==> src/rtl/operand_seq_pkg.sv <==
// Shared definitions for the operand sequencer: FSM state encodings and
// the default operand width.
package operand_seq_pkg;

    localparam int unsigned OPERAND_WIDTH_DEF = 16;
    localparam int unsigned STATE_W           = 2;

    // Encodings are visible on the State LEDs, so they are fixed explicitly.
    typedef enum logic [STATE_W-1:0] {
        LOAD_A = 2'd0,
        LOAD_B = 2'd1,
        ISSUE  = 2'd2,
        DONE   = 2'd3
    } seq_state_e;

endpackage : operand_seq_pkg

==> src/rtl/key_debounce.sv <==
// Pushbutton conditioning: 2-flop synchroniser, optional stability filter
// and falling-edge (press) detector producing a registered one-cycle strobe.
// Optional filter enabled by defining OPERAND_SEQ_DEBOUNCE_EN.
module key_debounce
`ifdef OPERAND_SEQ_DEBOUNCE_EN
#(
    parameter int unsigned DEBOUNCE_CYCLES = 500000
)
`endif
(
    input  logic clk,
    input  logic rst_n,
    input  logic key_n,
    output logic press_o
);

    logic sync1_q;
    logic sync2_q;
    logic press_d;
    logic press_q;

    // Two-stage synchroniser; resets to the released (high) level.
    always_ff @(posedge clk) begin
        if (!rst_n) begin
            sync1_q <= 1'b1;
            sync2_q <= 1'b1;
        end else begin
            sync1_q <= key_n;
            sync2_q <= sync1_q;
        end
    end

`ifdef OPERAND_SEQ_DEBOUNCE_EN

    localparam int unsigned CNT_W   = (DEBOUNCE_CYCLES > 1) ? $clog2(DEBOUNCE_CYCLES) : 1;
    localparam int unsigned CNT_MAX = DEBOUNCE_CYCLES - 1;

    logic             db_d;
    logic             db_q;
    logic [CNT_W-1:0] cnt_d;
    logic [CNT_W-1:0] cnt_q;

    // Accept a new level only after it has disagreed for DEBOUNCE_CYCLES cycles.
    always_comb begin
        db_d    = db_q;
        cnt_d   = '0;
        press_d = 1'b0;
        if (sync2_q != db_q) begin
            if (cnt_q == CNT_W'(CNT_MAX)) begin
                db_d  = sync2_q;
                cnt_d = '0;
            end else begin
                cnt_d = cnt_q + CNT_W'(1);
            end
        end
        // Strobe on the cycle the filtered level is committed low.
        press_d = db_q & ~db_d;
    end

    // Filter state; debounced level starts released.
    always_ff @(posedge clk) begin
        if (!rst_n) begin
            db_q  <= 1'b1;
            cnt_q <= '0;
        end else begin
            db_q  <= db_d;
            cnt_q <= cnt_d;
        end
    end

`else

    logic lvl_prev_q;

    // Without the filter the synchronised level is the debounced level.
    always_comb begin
        press_d = lvl_prev_q & ~sync2_q;
    end

    // Previous level for edge detection.
    always_ff @(posedge clk) begin
        if (!rst_n) begin
            lvl_prev_q <= 1'b1;
        end else begin
            lvl_prev_q <= sync2_q;
        end
    end

`endif

    // Registered press strobe; cleared by reset so none appears right after it.
    always_ff @(posedge clk) begin
        if (!rst_n) begin
            press_q <= 1'b0;
        end else begin
            press_q <= press_d;
        end
    end

    assign press_o = press_q;

endmodule : key_debounce

==> src/rtl/operand_sequencer.sv <==
// Operand sequencer: loads two operands from switches on successive key
// presses, offers the pair downstream with a Valid/Ready handshake, then
// waits for a press to start over.
// Key debounce filter enabled by defining OPERAND_SEQ_DEBOUNCE_EN.
module operand_sequencer
    import operand_seq_pkg::*;
#(
    parameter int unsigned DEBOUNCE_CYCLES = 500000,
    parameter int unsigned WIDTH           = OPERAND_WIDTH_DEF
)
(
    input  logic               Clock,
    input  logic               Resetn,
    input  logic [WIDTH-1:0]   SW,
    input  logic               KEY_n,
    input  logic               Clear,
    input  logic               Ready,
    output logic [WIDTH-1:0]   OpA,
    output logic [WIDTH-1:0]   OpB,
    output logic               Valid,
    output logic [STATE_W-1:0] State
);

    // Reject an illegal filter length at elaboration.
    if (DEBOUNCE_CYCLES < 1) begin : g_bad_debounce
        $error("operand_sequencer: DEBOUNCE_CYCLES must be >= 1");
    end

    logic press;

    // Key conditioning down to a single press strobe.
`ifdef OPERAND_SEQ_DEBOUNCE_EN
    key_debounce #(
        .DEBOUNCE_CYCLES(DEBOUNCE_CYCLES)
    ) u_key (
        .clk    (Clock),
        .rst_n  (Resetn),
        .key_n  (KEY_n),
        .press_o(press)
    );
`else
    key_debounce u_key (
        .clk    (Clock),
        .rst_n  (Resetn),
        .key_n  (KEY_n),
        .press_o(press)
    );
`endif

    seq_state_e       state_d;
    seq_state_e       state_q;
    logic [WIDTH-1:0] opa_d;
    logic [WIDTH-1:0] opa_q;
    logic [WIDTH-1:0] opb_d;
    logic [WIDTH-1:0] opb_q;
    logic             valid_d;
    logic             valid_q;

    // Next-state and operand/Valid update; Clear overrides press and handshake.
    always_comb begin
        state_d = state_q;
        opa_d   = opa_q;
        opb_d   = opb_q;
        valid_d = valid_q;
        if (Clear) begin
            state_d = LOAD_A;
            valid_d = 1'b0;
        end else begin
            unique case (state_q)
                LOAD_A: begin
                    if (press) begin
                        opa_d   = SW;
                        state_d = LOAD_B;
                    end
                end
                LOAD_B: begin
                    if (press) begin
                        opb_d   = SW;
                        state_d = ISSUE;
                        valid_d = 1'b1;
                    end
                end
                ISSUE: begin
                    if (valid_q && Ready) begin
                        state_d = DONE;
                        valid_d = 1'b0;
                    end
                end
                DONE: begin
                    if (press) begin
                        state_d = LOAD_A;
                    end
                end
                default: begin
                    state_d = LOAD_A;
                    valid_d = 1'b0;
                end
            endcase
        end
    end

    // Sequencer state; reset wins over every other event.
    always_ff @(posedge Clock) begin
        if (!Resetn) begin
            state_q <= LOAD_A;
            opa_q   <= '0;
            opb_q   <= '0;
            valid_q <= 1'b0;
        end else begin
            state_q <= state_d;
            opa_q   <= opa_d;
            opb_q   <= opb_d;
            valid_q <= valid_d;
        end
    end

    assign OpA   = opa_q;
    assign OpB   = opb_q;
    assign Valid = valid_q;
    assign State = STATE_W'(state_q);

endmodule : operand_sequencer

==> config.mk <==
export PLATFORM = sky130hd
export DESIGN_NAME = operand_sequencer
export DESIGN_NICKNAME = d
export VERILOG_FILES = /design/src/rtl/operand_seq_pkg.sv /design/src/rtl/key_debounce.sv /design/src/rtl/operand_sequencer.sv
export SDC_FILE = /design/constraint.sdc
export NUM_CORES = 1
export LEC_CHECK = 0
export ABC_AREA = 1
export CORE_UTILIZATION = 46
export CTS_CLUSTER_DIAMETER = 30
export CTS_CLUSTER_SIZE = 40
export DETAILED_ROUTE_END_ITERATION = 12
export GPL_TIMING_DRIVEN = 0
export PLACE_DENSITY_LB_ADDON = 0.1
export SLEW_MARGIN = 0
export SYNTH_ARGS = -nofsm -noshare
export SYNTH_HDL_FRONTEND = slang
export SYNTH_SLANG_ARGS = --single-unit
==> constraint.sdc <==
create_clock -name Clock -period 3.5 [get_ports Clock]
set_clock_uncertainty 0.1 [all_clocks]
set_input_delay 0.525 -clock Clock [delete_from_list [all_inputs] [get_ports Clock]]
set_output_delay 0.525 -clock Clock [all_outputs]
set_load 0.01 [all_outputs]
**After elaboration in Yosys (flattened, before gate mapping)**

Cells that the tools add are included.

- Output and inout bits: 35
- Flip-flop bits (word level): 39
- Input port bits: 21
- Word-level logic and storage cells: 35

- Reductions and logical operators: 8
- Equality and inequality tests: 7
- Bitwise gates (word level): 4
- Muxes and demuxes: 8

Operator list:

| kind | number |
|---|---|
| 3-bit AND reduction | 3 |
| 2-bit two-way mux | 4 |
| 2-bit one-hot mux with 4 select lines | 1 |
| 2-bit by 1-bit inequality test with 1-bit output (second input constant) | 3 |
| 2-bit equality test (second input constant) | 2 |
| 4-bit AND reduction | 1 |
| 1-bit inverter | 3 |
| 2-bit by 1-bit equality test with 1-bit output (second input constant) | 1 |
| 2-bit logical NOT | 1 |
| 1-bit two-way mux | 2 |
| 2-bit inequality test (second input constant) | 1 |
| 1-bit one-hot mux with 2 select lines | 1 |
| 2-bit nonzero test | 1 |
| 2-bit OR reduction | 1 |
| 1-bit bitwise AND | 1 |
| 1-bit logical AND | 1 |

**Depth between registers and ports, before layout**

- Depth after elaboration: 3
- Mapped depth: 8
- Mapped depth without buffers: 7

**By module**

From an unflattened synthesis, not the netlist that was laid out.

- Cells, all modules: 184
- Area total of the unflattened synthesis: 1521.5 µm²

Modules (own cells, without submodules):

| module | area an instance (µm²) | cells each | times used | seq. area each (µm²) |
|---|---|---|---|---|
| operand_sequencer | 1406.3 | 172 | 1 | 700.7 |
| key_debounce | 115.1 | 12 | 1 | 80.1 |

**Worst setup path before layout**

No wires, ideal clock.

- Path kind: reg-to-reg
- Start point: reg state_q[0] (netlist: State[0])
- End point: reg opa_q[10] (netlist: OpA[10])
- Period minus slack after synthesis: 1417 ps
- Buffers on the path: 1
- Arrival: 1202 ps
- Library setup time: 116 ps
- Cell stages (with the launch flop): 9
- Required time: 3284 ps
- Path slack: 2083 ps
- Path through: dfxtp_1 inv_1 ha_1 nand2_1 nor2_4 inv_4 buf_6 nor2_2 nor2_1

- Longest elaborated chain between the ends: 2

Ends and longest elaborated chain:

| element | RTL line | RTL |
|---|---|---|
| start, declared | operand_sequencer.sv:51 | `seq_state_e state_q;` |
| start signal, assigned | operand_sequencer.sv:110 | `state_q <= state_d;` |
| 2-bit logical NOT | operand_sequencer.sv:69 | `unique case (state_q)` |
| 3-bit AND reduction (no line) | - |  |
| end signal, assigned | operand_sequencer.sv:111 | `opa_q <= opa_d;` |
| end, declared | operand_sequencer.sv:53 | `logic [WIDTH-1:0] opa_q;` |

Every way passes these cells.
A chain may end at the register's enable or synchronous reset.

**Worst setup path in the final report**

- Start point: reg state_q[0] (netlist: State[0])
- End point: out State[0]

RTL lines:

| element | RTL line | RTL |
|---|---|---|
| end, declared | operand_sequencer.sv:21 | `output logic [STATE_W-1:0] State` |

No word-level cell between the ends.

==> results.md <==
- Setup repair after global routing left no endpoint under its margin.
- The commonest cells after synthesis are sky130_fd_sc_hd__nor2_1 (65), sky130_fd_sc_hd__dfxtp_1 (39), sky130_fd_sc_hd__o21ai_0 (27), sky130_fd_sc_hd__nor2_2 (10).
- Derived from the worst setup path, the maximum achievable clock frequency is 501 MHz.
- The part of the total power dissipated in the clock network is 37.0%.
- The combined area of all synthesized cells is 0.00149 mm2.
- The y dimension of the die is 58.9 um.
- The run finished with clean final reports.
- Across all setup checks in the final design, the least slack found is 1.50 ns.
- The share of Yosys cell area claimed by the top area cell type is 52.5%.
- Data on the critical path arrives at its endpoint at 1.37 ns.
- The final count of pins violating max slew is 0.
- The worst flop-to-flop path startpoint is State[0].
- In the final design database the tool counted 271 nets.
- The most common flop cell mapped by yosys is sky130_fd_sc_hd__dfxtp_1.
- The first-pass detailed-route iteration total is 4.
- Once the floorplan was initialized, standard cells occupied 48.7% of the core.
- A synthesized cell averages 8.09 um2.
- Summing all flip-flop and latch instances after layout gives 781 um2.
- The slew at the pin closest to its max-slew limit is 0.399 ns.
- The analysis attributes to net switching a power of 0.000179 W.
- The placed instance area is 0.00209 mm2.
- The number of warning messages in the yosys log is 0.
- After the first detailed-routing iteration, the DRC count stood at 38.
- TritonCTS built the clock tree.
- Traced cell by cell, the critical path runs through clkdlybuf4s50_1.
- The placer congestion estimate is 0.820.
- After routing, the total negative slack on setup checks comes to 0 ns.
- The power per cell area is 384 mW/mm2.
- The share of power burned in registers is 54.3%.
- The worst setup slack for register-to-register paths is 1.89 ns.
- Gates resized during post-CTS repair numbered 0.
- Headroom to the max-slew limit came out at 73.4%.
- During I/O placement, the number of pins put on the boundary was 56.
- The number of cells traversed by the worst register-to-register path is 8.
- The via count of the first global-routing pass is 1234.
- Among cell families on the critical path, the largest total delay comes from buffers and inverters.
- The number of buffer cells added on primary ports is 55.
- The total of hold buffers inserted after clock tree synthesis is 0.
- The count of H-tree levels built during CTS is 2.
- After filler insertion, the fill cell instance count of the layout stands at 286.
- The number of gates on the worst path with buffers counted is 1.
- The total die area is 0.00347 mm2.
- The post-placement worst setup slack is 1.57 ns.
- In this run the static leakage power is 0.909 nW.
- The routed design has 3340 um of wire.
- The number of clock sinks is 39.
- The tree is rooted in a sky130_fd_sc_hd__clkbuf_4.
- For this run, asynchronously set or reset flops after synthesis account for 0%.
- For this design, the slowest cell found on the critical path is sky130_fd_sc_hd__clkdlybuf4s50_1.
- The number of rows in the core area is 20.
- The total setup buffers inserted after CTS is 0.
- The count of inserted antenna diode cells is 0.
- The type of element capturing the critical path is an output port.
- The HPWL after detailed placement is 2400 um.
- The sort of element at the start of the critical path is a flip-flop.
- The largest incremental delay on the critical path is 0.58 ns.
- Counting flops with a built-in enable in the synthesized netlist gives 0.
- The gate count after technology mapping is 184.
- The buffer and inverter count on the worst path is 1.
- The count of final hold-check violations was 0.
- Setup violations remaining at the end of the flow were counted as 0.
- Of the total power, combinational logic draws 8.6%.
- The largest total area in the synthesized netlist belongs to sky130_fd_sc_hd__dfxtp_1.
- The period utilization is 57.0%.
- Counting along the longest clock path gives a buffer depth of 2.
- The number of antenna violations at the first check in global routing was 0.
- Relative to the synthesized area, the layout overhead comes to 46.5%.
- The total number of vias is 1348.
- In this run switching power makes up 21.3% of total power.
- The worst path required time is 2.87 ns.
- For this run, the total global-route usage over all layers was measured as 21.8%.
- The clock slew seen by the registers of the worst setup and hold paths is 0.11 ns.
- The share of synthesized area occupied by flip-flops and latches is 52.5%.
- Entering global routing, the biggest net connects 13 pins.
- The multi-input combinational cell area is 618 um2.
- After detailed routing, the number of remaining DRC violations is 0.
- The average vias per placed instance is 4.63.
- sky130_fd_sc_hd__nor2_1 is the most common cell in the netlist.
- In this run the horizontal extent of the chip is 58.9 um.
- Internal power comes to 0.000659 W.
- The number of distinct standard cells referenced by the synthesized netlist is 18.
- The routed wirelength normalized by instance count is 11.5 um.
- The core region area is 0.00305 mm2.
- The total overflow left after global routing is 0.
- The worst-case IR drop observed on VDD is 235 uV.
- The min-delay analysis places its worst path in the category reg -> reg.
- The number of max-cap violations is 0.
- The number of flip-flops and latches in the synthesized netlist is 39.
- The share of cells above drive strength 1 is 12.1%.
- The critical path is of the reg -> out type.
- The clock period could shrink to 2.00 ns.
- The launch point of the worst path is State[0].
- The global-route wire length before repair is 5520 um.
- The number of buffers inserted during clock tree synthesis is 5.
- The end of the worst register-to-register path is OpA[10].
- The finished cells cover 0.00218 mm2.
- The count of nets left with antenna violations once routing finished came out at 0.
- The endpoint of the worst setup timing path is State[0].
- The later pin in the worst-skew pair is clocked with a latency of 0.34 ns.
- Counting instances, the worst hold path has a depth of 2.
- In the post-synthesis netlist, the biggest area contributors are sky130_fd_sc_hd__dfxtp_1 (52%), sky130_fd_sc_hd__nor2_1 (16%), sky130_fd_sc_hd__o21ai_0 (9.1%).
- The maximum fanout encountered on the critical timing path is 5.
- The number of nets in the synthesized netlist is 209.
## sequential cells by signal, indices dropped and copies added, names as in the netlist
signal            count
State                 2
u_key.sync2_q         1
Valid                 1
OpB                  16
u_key.press_o         1
OpA                  16
u_key.sync1_q         1
u_key.lvl_prev_q      1
## placed cells by master (no fill, tap or decap), types with 2 or more instances in the layout
cell type                          n
sky130_fd_sc_hd__buf_6             3
sky130_fd_sc_hd__ha_1              4
sky130_fd_sc_hd__inv_1             7
sky130_fd_sc_hd__clkbuf_1          3
sky130_fd_sc_hd__o21ai_1           7
sky130_fd_sc_hd__dfxtp_1          39
sky130_fd_sc_hd__nor2_4            2
sky130_fd_sc_hd__nor2_2           10
sky130_fd_sc_hd__nand4_1           2
sky130_fd_sc_hd__nor2_1           65
sky130_fd_sc_hd__nand2_1           7
sky130_fd_sc_hd__or2_2             3
sky130_fd_sc_hd__clkdlybuf4s50_1  55
sky130_fd_sc_hd__clkbuf_4          5
sky130_fd_sc_hd__o21ai_0          27
## layer usage
metal,track usage [%],share of wire (%),routed length [um],vias up
met5,0,0,0,-
met2,33.9,45,1490,56
met4,8.84,1.5,50,0
li1,-,-,-,709
met1,26.7,46,1530,578
met3,9.01,8.1,271,5
## logic make-up after synthesis
family	share of synthesized area [%]
fa+ha+maj	3.36
buf+inv	5.97
compound gates	11.8
simple gates	26.4
flops	52.5
## worst min-delay path by stage
stage                          start            end  slack, ns
global route           u_key.sync1_q  u_key.sync2_q       0.34
global placement       u_key.sync1_q  u_key.sync2_q       0.29
detailed placement  u_key.lvl_prev_q  u_key.press_o       0.30
finish              u_key.lvl_prev_q  u_key.press_o       0.31
floorplan           u_key.lvl_prev_q  u_key.press_o       0.29
CTS                 u_key.lvl_prev_q  u_key.press_o       0.32
## per-stage QoR
step | hold WS (ns) | util [%] | total power, W | cells
floorplan | 0.292 | - | 0.000492 | 184
global placement | 0.295 | 68.6 | 0.000536 | 283
detailed placement | 0.300 | 68.6 | 0.000537 | 283
CTS | 0.316 | 71.4 | 0.000846 | 291
global route | 0.339 | 71.4 | 0.000869 | 291
finish | 0.314 | 71.4 | 0.000838 | 291
## area by class of cell
class / count / share of cell area, %
plain buffers: 7 / 2.41
multi-input cells: 129 / 28.4
flip-flops and latches: 39 / 35.8
inverters: 9 / 1.66
repair buffers: 55 / 25.3
clock buffers: 6 / 2.35
clock inverters: 2 / 1.61
well taps: 44 / 2.53
## power by group through the flow
stage | Clock [W] | Combinational (W) | Sequential, W
after global routing | 0.000333 | 0.0000795 | 0.000456
after floorplan | 0 | 0.0000244 | 0.000467
after CTS | 0.000318 | 0.0000727 | 0.000455
after global placement | 0 | 0.0000715 | 0.000465
final | 0.000310 | 0.0000723 | 0.000455
after detailed placement | 0 | 0.0000718 | 0.000465
Power figures use the tool's default switching activity.
